`src/rtl/l1_tlb_attr_array.sv`:
```
// L1 TLB attribute store: per-entry permission/state bits, refill victim selection
// (first invalid entry, else tree pseudo-LRU), flush, single invalidate and dirty marking.
module l1_tlb_attr_array #(
    parameter int unsigned ENTRIES = 8,
    parameter int unsigned IDX_W   = 3
) (
    input  logic               i_clk,
    input  logic               i_reset,
    input  logic               i_refill_valid,
    input  logic               i_pte_v,
    input  logic               i_pte_u,
    input  logic               i_pte_w,
    input  logic               i_pte_x,
    input  logic               i_pte_r,
    input  logic               i_pte_d,
    input  logic               i_prot_w,
    input  logic               i_prot_x,
    input  logic               i_prot_r,
    input  logic               i_cacheable,
    input  logic               i_flush,
    input  logic               i_inv_one_valid,
    input  logic [IDX_W-1:0]   i_inv_one_idx,
    input  logic               i_hit_valid,
    input  logic [IDX_W-1:0]   i_hit_idx,
    input  logic               i_dirty_set_valid,
    input  logic [IDX_W-1:0]   i_dirty_set_idx,
    output logic [IDX_W-1:0]   o_refill_idx_c,
    output logic               o_full_c,
    output logic [ENTRIES-1:0] o_valid,
    output logic [ENTRIES-1:0] o_u,
    output logic [ENTRIES-1:0] o_sw,
    output logic [ENTRIES-1:0] o_sx,
    output logic [ENTRIES-1:0] o_sr,
    output logic [ENTRIES-1:0] o_xr,
    output logic [ENTRIES-1:0] o_cash,
    output logic [ENTRIES-1:0] o_dirty
);

    logic [ENTRIES-1:0] r_valid, r_u, r_sw, r_sx, r_sr, r_xr, r_cash, r_dirty;
    logic [ENTRIES-1:1] r_plru;
    logic [ENTRIES-1:1] w_plru_nxt;
    logic [IDX_W-1:0]   w_first_inv;
    logic [IDX_W-1:0]   w_plru_victim;
    logic [IDX_W-1:0]   w_victim;
    logic               w_leaf;

    // Walk from the root following each node's pointer down to a leaf.
    function automatic logic [IDX_W-1:0] plru_victim(input logic [ENTRIES-1:1] plru);
        logic [IDX_W:0] node;
        node = (IDX_W+1)'(1);
        for (int l = 0; l < int'(IDX_W); l++) begin
            node = {node[IDX_W-1:0], plru[node[IDX_W-1:0]]};
        end
        return node[IDX_W-1:0];
    endfunction

    // Point every node on the path to entry e away from the branch taken.
    function automatic logic [ENTRIES-1:1] plru_touch(input logic [ENTRIES-1:1] plru,
                                                       input logic [IDX_W-1:0]   e);
        logic [IDX_W:0]     path;
        logic [IDX_W:0]     node;
        logic [ENTRIES-1:1] res;
        res  = plru;
        path = {1'b1, e};
        for (int l = 0; l < int'(IDX_W); l++) begin
            node = path >> (int'(IDX_W) - l);
            res[node[IDX_W-1:0]] = ~e[int'(IDX_W) - 1 - l];
        end
        return res;
    endfunction

    always_comb begin
        w_first_inv = '0;
        for (int i = int'(ENTRIES) - 1; i >= 0; i--) begin
            if (!r_valid[i]) begin
                w_first_inv = IDX_W'(i);
            end
        end
        w_plru_victim = plru_victim(r_plru);
        w_victim      = (&r_valid) ? w_plru_victim : w_first_inv;
    end

    always_comb begin
        w_plru_nxt = r_plru;
        if (i_flush) begin
            w_plru_nxt = '0;
        end else if (i_refill_valid) begin
            w_plru_nxt = plru_touch(r_plru, w_victim);
        end else if (i_hit_valid) begin
            w_plru_nxt = plru_touch(r_plru, i_hit_idx);
        end
    end

    assign w_leaf = i_pte_v & (i_pte_r | (i_pte_x & ~i_pte_w));

    // Later assignments in this block take priority: flush > refill > invalidate/dirty-set.
    always_ff @(posedge i_clk) begin
        if (i_reset) begin
            r_valid <= '0;
            r_u     <= '0;
            r_sw    <= '0;
            r_sx    <= '0;
            r_sr    <= '0;
            r_xr    <= '0;
            r_cash  <= '0;
            r_dirty <= '0;
            r_plru  <= '0;
        end else begin
            r_plru <= w_plru_nxt;
            if (i_inv_one_valid) begin
                r_valid[i_inv_one_idx] <= 1'b0;
            end
            if (i_dirty_set_valid) begin
                r_dirty[i_dirty_set_idx] <= 1'b1;
            end
            if (i_refill_valid) begin
                r_valid[w_victim] <= 1'b1;
                r_u[w_victim]     <= i_pte_u;
                r_sw[w_victim]    <= w_leaf & i_pte_w & i_prot_w;
                r_sx[w_victim]    <= w_leaf & i_pte_x & i_prot_x;
                r_sr[w_victim]    <= w_leaf & i_pte_r & i_prot_r;
                r_xr[w_victim]    <= w_leaf & i_pte_x & i_prot_r;
                r_cash[w_victim]  <= i_cacheable;
                r_dirty[w_victim] <= i_pte_d;
            end
            if (i_flush) begin
                r_valid <= '0;
            end
        end
    end

    assign o_refill_idx_c = w_victim;
    assign o_full_c       = &r_valid;
    assign o_valid        = r_valid;
    assign o_u            = r_u;
    assign o_sw           = r_sw;
    assign o_sx           = r_sx;
    assign o_sr           = r_sr;
    assign o_xr           = r_xr;
    assign o_cash         = r_cash;
    assign o_dirty        = r_dirty;

endmodule

```
`config.mk`:
```
export PLATFORM = sky130hd
export DESIGN_NAME = l1_tlb_attr_array
export DESIGN_NICKNAME = d
export VERILOG_FILES = /design/src/rtl/l1_tlb_attr_array.sv
export SDC_FILE = /design/constraint.sdc
export NUM_CORES = 1
export LEC_CHECK = 0
export ABC_AREA = 1
export CORE_UTILIZATION = 44
export DETAILED_ROUTE_END_ITERATION = 10
export PLACE_DENSITY_LB_ADDON = 0.25
export SLEW_MARGIN = 30
export SYNTH_ARGS = -nofsm -noshare
export SYNTH_HDL_FRONTEND = slang
export SYNTH_SLANG_ARGS = --single-unit
```
`constraint.sdc`:
```
create_clock -name i_clk -period 1.3 [get_ports i_clk]
set_input_delay 0.26 -clock i_clk [delete_from_list [all_inputs] [get_ports i_clk]]
set_output_delay 0.26 -clock i_clk [all_outputs]
set_load 0.005 [all_outputs]
```
==> results.txt <==
- Result of the run: finished, violations left
- Violations in the final reports: negative setup slack
- Final hold analysis gives a worst-case slack of 0.4736 ns.
- The cell sitting at the root of the clock tree is a sky130_fd_sc_hd__clkbuf_8.
- Mux share of post-synthesis cell area: 0%
- The clock tree synthesis step divided the H-tree into 3 levels.
* Layout area overhead: 76.27%
* Maximum root-to-sink buffer count: 2
* Via count of the first global-routing pass: 4011
* Time the final worst path needs with I/O delays and setup: 1.914 ns
* Total count of max-transition violations in the final report: 0
* Cell taking the most area after synthesis: sky130_fd_sc_hd__dfxtp_1
- After detailed routing, the number of remaining DRC violations is 0.
- Final hold violation count: 0
- Area used by multi-input combinational logic: 2130 um2
* Pwr Density: 897.7 nW/um2
- Number of search-and-repair iterations in the first detailed-routing pass: 5
* Share of post-route cells with drive strength above 1: 36.39%
* Clock skew after layout: 0.008726 ns
- Antenna cell count: 0
* Total global-route track usage: 29.55%
- Compound-gate portion of the synthesized area: 10.01%
- Detailed placement finished with a half-perimeter wire length of 6553 um.
* Drt via density: 5.604
- Die width: 90.40 um
- Row generation in the floorplan step produced 31 rows.
* Worst IR Drop VDD: 0.0005881 V
- First-pass GRT wire length: 19150 um
- Clk slew on worst S/H paths: 0.08 ns
- Critical path capture point type: flip-flop
* Xor/xnor share of the synthesized area: 0%
* Worst slew margin relative to its limit: 79.24%
- The cell area that synthesis handed to floorplanning was 3438 um2.
- Once routing completed, OpenROAD measured the worst setup slack at -0.6143 ns.
- After synthesis, the largest family of logic cells by area is simple AND/OR/NAND/NOR gates.
* Distinct cells, synth: 26
- Count of buffers from port buffering: 93
* Largest cells by area after synthesis: sky130_fd_sc_hd__dfxtp_1 41%, sky130_fd_sc_hd__nand2_1 14%, sky130_fd_sc_hd__nor2_1 10%, sky130_fd_sc_hd__inv_1 6.8%, sky130_fd_sc_hd__a21oi_1 6.4%
- Via total after detailed routing: 4343
* Clk sink count: 71
* Fin util: 81.81%
- Maximum number of pins on one net before global-route repair: 57
- Final nets: 697
- The worst setup path is of the flip-flop to flip-flop kind.
* Setup repair after global routing missed its margin: yes
- The worst setup path is launched from a flip-flop.
- Synthesized Nets: 536
- Worst skew pair latency: 0.37 ns
- After detailed routing, the average wire length per cell comes to 18.77 um.
- At the pin with the least slew margin, the transition time is 0.3110 ns.
* Remaining global-route overflow: 0
- In this run the vertical extent of the chip is 90.40 um.
* Initial core utilization: 46.41%
- Cell count after synthesis: 510
- For this block, the routed nets add up to 14550 um of wire.
- Setup total negative slack: -34.47 ns
- Max cap viols: 0
- Critical-path maximum fanout: 8
- For the worst setup path, the data required time is 1.56 ns.
- Number of flip-flops and latches in the synthesized netlist: 71
- Routability-driven placement finished with a final weighted congestion of 0.9296.
- Once detail routing completed, the nets flagged for antenna violations numbered 0.
- During synthesis, Yosys emitted a total of 0 warnings.
- After synthesis, flip-flops and latches occupy 41.34% of the total area.
* CTS tree: done
- Counting the fill cells in the layout gives 419.
* Number of antenna violations at the first check in global routing: 0
- Syn avg cell area: 6.742 um2
* Area share of the largest cell type after synthesis: 41.34%
- After floorplanning, the core was sized to cover 7408 um2.
* CP arrival: 2.18 ns
- In this run, post-CTS hold repair placed 0 buffers.
- Adder-Cell Fraction of Synth Area: 0%
* DIE AREA: 8172 um2
- Share of synthesized cell area in and, or, nand and nor gates: 37.81%
* Ports placed on the boundary: 94
- Number of buffers created by CTS: 9
* Count of endpoints failing setup in the final report: 77
- The design draws 5.441 mW.
* Final Cycle Share: 147.3%
- In this run the static leakage power is 3.050 nW.
* Starting DRT DRC Count: 427
- Timing would allow up to 0.5224 GHz.
- The min-delay analysis places its worst path in the category flip-flop to flip-flop.
- The sequential cells in the finished layout cover a total of 1480 um2.
## cells in the final DEF (no fill, tap or decap), types with 19 or more instances in the layout
master and count:
sky130_fd_sc_hd__dfxtp_1 34, sky130_fd_sc_hd__buf_6 26, sky130_fd_sc_hd__nor2_1 84, sky130_fd_sc_hd__dfxtp_2 32
sky130_fd_sc_hd__dlygate4sd2_1 57, sky130_fd_sc_hd__a21oi_1 25, sky130_fd_sc_hd__nand3_2 19, sky130_fd_sc_hd__inv_1 57
sky130_fd_sc_hd__clkdlybuf4s50_1 25, sky130_fd_sc_hd__buf_4 31, sky130_fd_sc_hd__nand2_1 105
## worst max-delay path: stages, from the launching register on
cell and delay (ns):
sky130_fd_sc_hd__dfxtp_2 0.37, sky130_fd_sc_hd__nand2_4 0.07, sky130_fd_sc_hd__buf_6 0.11, sky130_fd_sc_hd__nor2_4 0.14, sky130_fd_sc_hd__nand3_4 0.10, sky130_fd_sc_hd__nand2_4 0.09, sky130_fd_sc_hd__buf_12 0.13, sky130_fd_sc_hd__inv_4 0.04
sky130_fd_sc_hd__nor2_4 0.19, sky130_fd_sc_hd__buf_6 0.14, sky130_fd_sc_hd__nand3_4 0.16, sky130_fd_sc_hd__nor2_2 0.21, sky130_fd_sc_hd__nor2_2 0.05
## through the flow
step                instances  cell area, um2  setup WS [ns]
detailed placement        717            4750        -0.4582
finish                    775            6061        -0.6143
global placement          717            4750        -0.4274
floorplan                 510            3545        -0.1506
global route              775            6061        -0.6278
CTS                       762            5579        -0.4084
## cell families after synthesis
kind of cell / after synthesis
and+or+nand+nor: 288
buffers and inverters: 86
DFF: 71
AOI/OAI and AO/OA: 65
## layout make-up
type                       instances  share of cell area [%]
clock buffer                      11                   2.333
clock inverter                     5                   2.126
inverter                          65                   4.356
multi-input combinational        357                   35.14
sequential                        71                   24.42
tap                               99                   2.044
timing repair buffer             167                   29.58
## state kept, by name, indices dropped and copies added, names as in the netlist, 8 cells and up
| signal | cells |
|---|---|
| o_sx | 8 |
| o_dirty | 8 |
| o_cash | 8 |
| o_valid | 8 |
| o_sr | 8 |
| o_xr | 8 |
| o_sw | 8 |
| o_u | 8 |
## synthesized netlist by cell type (all sizes together)
library cell and number:
a21boi 2, a21oi 44, a31o 2, a31oi 2, buf 14, clkbuf 7
clkinv 1, dfxtp 71, inv 64, nand2 139, nand3 38, nand3b 1
nand4 9, nor2 98, nor3 1, nor4 2, o21ai 15
## where the power goes
group,switching (mW),internal [mW]
clock,0.957,1.53
combinational,0.388,0.334
sequential,0.0267,2.21
## final timing paths
| path | slack (ns) | from | endpoint | cells past startpoint |
|---|---|---|---|---|
| setup reg to reg | -0.61 | o_valid[1]$_SDFF_PP0_ | o_cash[6]$_SDFFE_PP0P_ | 12 |
| setup / recovery | -0.61 | o_valid[1]$_SDFF_PP0_ | o_cash[6]$_SDFFE_PP0P_ | 12 |
| hold reg to reg | 0.47 | o_sx[3]$_SDFFE_PP0P_ | o_sx[3]$_SDFFE_PP0P_ | 2 |
| hold / removal | 0.47 | o_sx[3]$_SDFFE_PP0P_ | o_sx[3]$_SDFFE_PP0P_ | 2 |
## repair_timing
action	4_1_cts	5_1_grt
hold endpoints to repair	0	0
buffers inserted	20	17
gates resized for setup	185	99
pin swaps	21	40
cloned	11	3
setup endpoints to repair	138	81
## layer usage
layer,GRT usage [%],wire length [um]
met5,0,0
met4,12.77,715
met3,6.313,1150
met2,51.40,6957
met1,34.95,5725
Power figures use the tool's default switching activity.
